==> src/rtl/fir_filter_mc.sv <==
// Multi-channel time-multiplexed FIR: one signed MAC shared across NUM_CH channels and TAPS taps,
// runtime-writable shared coefficient bank, round-half-up + saturate, valid/ready input, bypass.
module fir_filter_mc #(
  parameter int unsigned DATA_W    = 16,
  parameter int unsigned COEF_W    = 16,
  parameter int unsigned COEF_FRAC = 14,
  parameter int unsigned TAPS      = 16,
  parameter int unsigned NUM_CH    = 2
) (
  input  logic                       clk,
  input  logic                       reset,
  input  logic                       in_valid,
  output logic                       in_ready,
  input  logic [NUM_CH*DATA_W-1:0]   in_data,
  output logic                       out_valid,
  output logic [NUM_CH*DATA_W-1:0]   out_data,
  input  logic                       bypass,
  input  logic                       coef_we,
  input  logic [$clog2(TAPS)-1:0]    coef_addr,
  input  logic [COEF_W-1:0]          coef_data,
  output logic                       busy
);

  localparam int unsigned TAP_W   = $clog2(TAPS);
  localparam int unsigned CH_W    = (NUM_CH > 1) ? $clog2(NUM_CH) : 1;
  localparam int unsigned PROD_W  = DATA_W + COEF_W;
  localparam int unsigned ACC_W   = PROD_W + TAP_W;
  localparam int unsigned FRAME_W = NUM_CH * DATA_W;
  localparam int unsigned HI_W    = ACC_W - DATA_W + 1;

  localparam logic [ACC_W-1:0]  HALF    = ACC_W'(1) << (COEF_FRAC - 1);
  localparam logic [DATA_W-1:0] SAT_MAX = {1'b0, {(DATA_W-1){1'b1}}};
  localparam logic [DATA_W-1:0] SAT_MIN = {1'b1, {(DATA_W-1){1'b0}}};

  typedef enum logic [2:0] {IDLE, LOAD, MAC, ROUND, OUT} state_t;

  state_t                    state, state_nxt;
  logic signed [DATA_W-1:0]  x    [NUM_CH][TAPS];
  logic signed [COEF_W-1:0]  coef [TAPS];
  logic [FRAME_W-1:0]        frame_q;
  logic [FRAME_W-1:0]        res_q;
  logic signed [ACC_W-1:0]   acc;
  logic [TAP_W-1:0]          tap;
  logic [CH_W-1:0]           ch;

  logic                      hs_c;
  logic                      coef_wr_c;
  logic signed [PROD_W-1:0]  prod_c;
  logic signed [ACC_W-1:0]   rnd_c;
  logic signed [ACC_W-1:0]   shf_c;
  logic [HI_W-1:0]           hi_c;
  logic [DATA_W-1:0]         sat_c;
  logic [FRAME_W-1:0]        res_c;

  // State register
  always_ff @(posedge clk) begin
    if (!reset) state <= IDLE;
    else        state <= state_nxt;
  end

  // Next state, handshake/write qualification, MAC product and round/saturate path
  always_comb begin
    state_nxt = state;
    hs_c      = 1'b0;
    coef_wr_c = 1'b0;
    prod_c    = x[ch][tap] * coef[tap];
    rnd_c     = acc + $signed(HALF);
    shf_c     = rnd_c >>> COEF_FRAC;
    hi_c      = shf_c[ACC_W-1:DATA_W-1];
    sat_c     = ((&hi_c) || !(|hi_c)) ? shf_c[DATA_W-1:0]
                                      : (shf_c[ACC_W-1] ? SAT_MIN : SAT_MAX);
    res_c     = res_q;
    case (state)
      IDLE: begin
        hs_c      = in_valid;
        coef_wr_c = coef_we && !in_valid;
        if (in_valid) state_nxt = bypass ? OUT : LOAD;
      end
      LOAD:  state_nxt = MAC;
      MAC:   if (tap == TAP_W'(TAPS - 1)) state_nxt = ROUND;
      ROUND: begin
        res_c[ch*DATA_W +: DATA_W] = sat_c;
        state_nxt = (ch == CH_W'(NUM_CH - 1)) ? OUT : MAC;
      end
      OUT:     state_nxt = IDLE;
      default: state_nxt = IDLE;
    endcase
  end

  // Datapath: coefficient bank, delay lines, accumulator, counters and registered outputs
  always_ff @(posedge clk) begin
    if (!reset) begin
      for (int k = 0; k < int'(TAPS); k++) coef[k] <= '0;
      coef[0] <= COEF_W'(1) << COEF_FRAC;
      for (int c = 0; c < int'(NUM_CH); c++)
        for (int k = 0; k < int'(TAPS); k++) x[c][k] <= '0;
      frame_q   <= '0;
      res_q     <= '0;
      acc       <= '0;
      tap       <= '0;
      ch        <= '0;
      in_ready  <= 1'b1;
      out_valid <= 1'b0;
      out_data  <= '0;
      busy      <= 1'b0;
    end else begin
      if (coef_wr_c) coef[coef_addr] <= coef_data;
      case (state)
        IDLE: if (hs_c) frame_q <= in_data;
        LOAD: begin
          for (int c = 0; c < int'(NUM_CH); c++) begin
            x[c][0] <= frame_q[c*DATA_W +: DATA_W];
            for (int k = 1; k < int'(TAPS); k++) x[c][k] <= x[c][k-1];
          end
          acc <= '0;
          tap <= '0;
          ch  <= '0;
        end
        MAC: begin
          acc <= acc + {{(ACC_W-PROD_W){prod_c[PROD_W-1]}}, prod_c};
          tap <= (tap == TAP_W'(TAPS - 1)) ? '0 : tap + TAP_W'(1);
        end
        ROUND: begin
          res_q <= res_c;
          if (ch != CH_W'(NUM_CH - 1)) begin
            ch  <= ch + CH_W'(1);
            acc <= '0;
          end
        end
        default: ;
      endcase
      // Bypass frames come straight from the input bus; filtered frames from the rounded slots
      if (state_nxt == OUT) out_data <= (state == IDLE) ? in_data : res_c;
      out_valid <= (state_nxt == OUT);
      in_ready  <= (state_nxt == IDLE);
      busy      <= (state_nxt != IDLE);
    end
  end

endmodule

==> config.mk <==
export PLATFORM = sky130hd
export DESIGN_NAME = fir_filter_mc
export DESIGN_NICKNAME = d
export VERILOG_FILES = /design/src/rtl/fir_filter_mc.sv
export SDC_FILE = /design/constraint.sdc
export NUM_CORES = 2
export LEC_CHECK = 0
export ABC_AREA = 1
export ABC_CLOCK_PERIOD_IN_PS = 16800
export CAP_MARGIN = 20
export CORE_MARGIN = 4
export CORE_UTILIZATION = 60
export CTS_BUF_LIST = sky130_fd_sc_hd__clkbuf_16
export DETAILED_ROUTE_END_ITERATION = 8
export MAX_ROUTING_LAYER = met4
export PLACE_DENSITY = 0.8
export SLEW_MARGIN = 20
export SYNTH_ARGS = -nofsm -noshare
export SYNTH_HDL_FRONTEND = slang
export SYNTH_SLANG_ARGS = --single-unit
==> constraint.sdc <==
create_clock -name clk -period 16.8 [get_ports clk]
set_clock_uncertainty 0.2 [all_clocks]
set_input_delay 2.52 -clock clk [delete_from_list [all_inputs] [get_ports clk]]
set_output_delay 2.52 -clock clk [all_outputs]
set_load 0.01 [all_outputs]
* Yosys cells after proc, flatten, opt, wreduce, memory -nomap -nowiden *
Memories as Yosys holds them, arrays and structs flattened. A register that Yosys moved wholly into a read port is not among the register bits.
Index checks and enable logic that the tools add are counted.

word-level totals
  register bits after elaboration = 143
  RAM bits = 768
  output and inout port bits = 35
  memories = 2

memory list
  name  words  width  read ports  clocked after memory_dff  write ports  RTL line  text
  x     2      256    3           1                         2            38        logic signed [DATA_W-1:0] x [NUM_CH][TAPS];
  coef  16     16     1           1                         16           39        logic signed [COEF_W-1:0] coef [TAPS];

cells by class
  $add $sub $neg = 5
  multipliers = 1
  order comparisons = 1
  eq/ne operators = 6
  shift operators = 2
  muxes and demuxes = 68
  bitwise gates (word level) = 34
  reduce and logical (&&, ||, !) cells = 15

operators by type and width
  kind                                                                      count
  16-bit two-way mux                                                        38
  36-bit one-hot mux with 3 select lines                                    1
  16-bit binary-select mux with 4-bit select                                1
  32-bit two-way mux                                                        2
  36-bit by 15-bit adder with 36-bit output, second input constant          1
  36-bit adder                                                              1
  36-bit two-way mux                                                        1
  5-bit negation with 34-bit output                                         1
  16-bit by 34-bit variable shift with 32-bit output, first input constant  1
  16-bit by 34-bit variable part select with 32-bit output                  1
  1-bit bitwise OR                                                          33
  32-bit bitwise mux                                                        1
  16-bit by 16-bit multiplier with 32-bit output                            1
  4-bit two-way mux                                                         4
  16-bit OR reduction                                                       1
  1-bit two-way mux                                                         13
  3-bit two-way mux                                                         4
  3-bit one-hot mux with 4 select lines                                     1
  4-bit one-hot mux with 2 select lines                                     1
  7-bit AND reduction                                                       1
  7-bit OR reduction                                                        1
  3-bit by 2-bit == test with 1-bit output, second input constant           2
  3-bit logical NOT                                                         2
  3-bit nonzero test                                                        2
  14 further kinds                                                          17

* Longest topological paths before layout *
  word-level depth = 9
  gate-level depth with buffers = 49

* Worst setup path before layout *
No wires, ideal clock.

  path kind = input-to-reg
  start point = in reset
  end point = mem x[0][0] (netlist name) (enable)
  arrival = 11.056 ns
  data required time = 12.932 ns
  setup slack = 1.876 ns
  stages = 2
  cells stage by stage = clkbuf_1 -> nand2_1

RTL lines
  element          RTL line  text
  start, declared  11        input logic reset,
  end, declared    38

* Worst setup path after layout *
  start point = reg tap[0]
  end point = reg acc[22]

on the way
  word-level cells in the longest chain between the ends = 7

RTL lines
  element                                                 RTL line  text
  start, declared                                         43        logic [TAP_W-1:0] tap;
  start signal, assigned                                  121       tap <= (tap == TAP_W'(TAPS - 1)) ? '0 : tap + TAP_W'(1);
  4-bit inverter with 5-bit output (not written as such)  66        prod_c = x[ch][tap] * coef[tap];
  16-bit binary-select mux with 4-bit select              66
  16-bit two-way mux (not written as such) (2 in series)  66
  16-bit by 16-bit multiplier with 32-bit output          66
  36-bit adder                                            120       acc <= acc + {{(ACC_W-PROD_W){prod_c[PROD_W-1]}}, prod_c};
  36-bit one-hot mux with 3 select lines                  108       case (state)
  end signal, assigned                                    120
  end, declared                                           42        logic signed [ACC_W-1:0] acc;

No other way between the ends. The select of a mux whose other input is x is not followed.
A chain may end at the register's enable or synchronous reset.

==> flow_metrics.py <==
metrics = {
    "detailed_routing": {
        "wl_met2_mm": 64.31,
        "drt-total-wl_mm": 136.0,
        "route.detailed.drc": 0,
        "met1Wirelength_mm": 55.08,
        "route.top_layer_used": "met4",
        "met3WireLength_mm": 12.02,
        "drtPass1Iterations": 9,
        "num_vias": 40885,
        "wl_per_cell_um": 19.10,
        "viasPerCell": 5.743,
        "first_iter_violations": 5326,
        "ant_nets": 0,
    },
    "sta": {
        "relSlewSlack_pct": 22.84,
        "setup_viol": 0,
        "finalCritPeriodShare_pct": 64.40,
        "fin_ws_ns": 5.980,
        "rsz0062_at_grt": "no",
        "worstMarginPinSlew_ns": 1.157,
        "finalHoldViolCount": 0,
        "drv_slew": 0,
        "min_period_ns": 10.82,
        "totalNegativeSetupSlack_ns": 0,
        "fmax_mhz": 92.42,
    },
    "critical_path": {
        "arrival_ns": 11.25,
        "startpoint_type": "flip-flop",
        "cp_slowest_stage_delay_ns": 0.74,
        "criticalPathCategory": "reg2reg",
        "end_kind": "flip-flop",
        "critPathSlowestCell": "buf_4",
        "cp_max_fo": 77,
        "required_ns": 17.23,
    },
    "layout": {
        "regArea_um2": 26040,
        "multiInputGateArea_um2": 22110,
        "nets": 6310,
        "fin_cells": 7119,
        "fill_cells": 6845,
        "final_util_pct": 65.76,
        "drive_gt1_share_pct": 4.636,
        "area_delta_synth_final_pct": 8.767,
    },
    "clock_network": {
        "cts_tree": "done",
        "cts_setup_buffers": 0,
        "numCtsBuffers": 95,
        "cts_resized": 0,
        "cts_hold_buffers": 0,
        "cts_root_buf": "clkbuf_16",
        "path_clk_slew_ns": 0.06,
        "htree_levels": 3,
        "clock_latency_ns": 0.72,
        "cts.sinks": 916,
        "cts.path.max_buffers": 3,
    },
    "grt": {
        "grt_first_pass_wirelength_mm": 213.5,
        "grt_max_degree": 243,
        "track_usage_pct": 29.47,
        "antenna_found_initial": 2,
        "grt_pass1_vias": 39282,
        "grt.overflow.total": 0,
    },
    "logic_synthesis": {
        "ys_seq_area_share_pct": 48.78,
        "async_reset_ff_share_pct": 0,
        "synth-edff-count": 768,
        "ys_seq_elements": 916,
        "synth_top_area_cell": "edfxtp_1",
        "yosysMostFrequentCell": "nor2_1",
        "ys_top_cells_by_count": "nor2_1 (1,121), inv_1 (1,043), edfxtp_1 (768)",
        "synth_top_area_share_pct": 43.23,
        "synth.avg_cell_area_um2": 8.956,
        "ys_top_cells_by_area": "edfxtp_1 (43%), fa_1 (9.9%), nor2_1 (7.9%)",
        "yosysWarnings": 0,
        "syn_inst": 5957,
        "ys.flop_type": "edfxtp_1",
        "synth_area_um2": 53350,
        "synth.distinct_cells": 46,
        "mappedNetlistNets": 6396,
    },
    "placement": {
        "dp_slack_ns": 5.963,
        "place.gp.congestion": 0.9887,
        "dp.cells": 6938,
        "port_buffers": 91,
        "dp_hpwl_mm": 88.93,
    },
    "job": {
        "maxCapViolations": 0,
    },
    "power": {
        "p_total_uw": 11970,
        "ir_worst_vdd_uv": 672.3,
        "p_leak_uw": 0.02439,
        "power_density_nw_per_um2": 206.3,
    },
    "die": {
        "initial_core_util_pct": 60.46,
        "fp.dieH_um": 306.2,
        "die_area_um2": 93750,
        "fp.dieW_um": 306.2,
        "num_rows": 109,
        "io_pins": 92,
        "core_um2": 88240,
    },
    "outcome": {
        "status": "complete, no violations",
    },
    "worst_hold_path": {
        "min_path_type": "reg2reg",
    },
}
through the flow:
step                      area (um^2)  hold slack, ns
after floorplan                 53350          0.2301
after global placement          54820          0.2523
after detailed placement        54820          0.2555
after CTS                       57990          0.2651
after global routing            58030          0.2909
final                           58030          0.2675
logic make-up after synthesis:
kind of cell,Yosys count,share of synthesized area [%]
compound gates,1139,11.46
xor+xnor,52,0.8537
fa+ha+maj,382,12.66
buf+inv,1375,9.862
flops,916,48.78
mux,64,1.213
simple gates,2029,15.17
power by group:
part	internal, uW	leakage (uW)	switching (uW)	total, uW
clock	1200	0.00163	936	2130
sequential	2600	0.00918	96.0	2690
combinational	2310	0.0136	4840	7140
worst max-delay path: cells and delay by family, from the launching register on:
kind | cells | cell delay (ns)
xor gates and xnor gates | 1 | 0.32
buffers and inverters | 7 | 1.92
AOI/OAI and AO/OA | 12 | 2.15
DFF | 1 | 0.54
adders and majority gates | 8 | 3.77
and+or+nand+nor | 9 | 1.79
final cells by class:
class / instances / area share (%)
Multi-Input combinational cell: 3666 / 38.09
Clock inverter: 84 / 1.365
Antenna cell: 1 / 0.004312
Tap cell: 1165 / 2.512
Clock buffer: 95 / 4.097
Sequential cell: 916 / 44.87
Timing Repair Buffer: 127 / 2.148
Inverter: 1065 / 6.913
worst paths after layout:
check	startpoint	endpoint	slack [ns]	cells after the start
worst max-delay path	tap[0]	acc[22]	5.98	37
worst max register to register	tap[0]	acc[22]	5.98	37
worst min-delay path	frame_q[15]	frame_q[15]	0.27	2
worst min register to register	frame_q[15]	frame_q[15]	0.27	2
registers in the layout, summed over array words and instances, names as in the netlist, 3 cells and up, named ones only:
signal	cells
out_data	32
coef	256
res_q	32
acc	36
x	512
state	3
tap	4
frame_q	32
metal layers:
metal | vias up | GRT usage, %
met3 | 298 | 5.616
met4 | 0 | 9.419
met5 | - | -
li1 | 19012 | -
met2 | 1797 | 45.54
met1 | 19778 | 39.92
cells in the final DEF (no fill, tap or decap), types with 32 or more instances in the layout:
cell,instances
o21ai_0,500
fa_1,263
nand3_1,206
edfxtp_1,768
or2_2,37
ha_1,119
clkbuf_16,95
o211ai_1,48
dfxtp_1,144
inv_1,1063
mux2i_1,59
xor2_1,32
a21oi_1,489
nor2_1,1119
nand2_1,614
clkdlybuf4s50_1,91
Power figures use the tool's default switching activity.
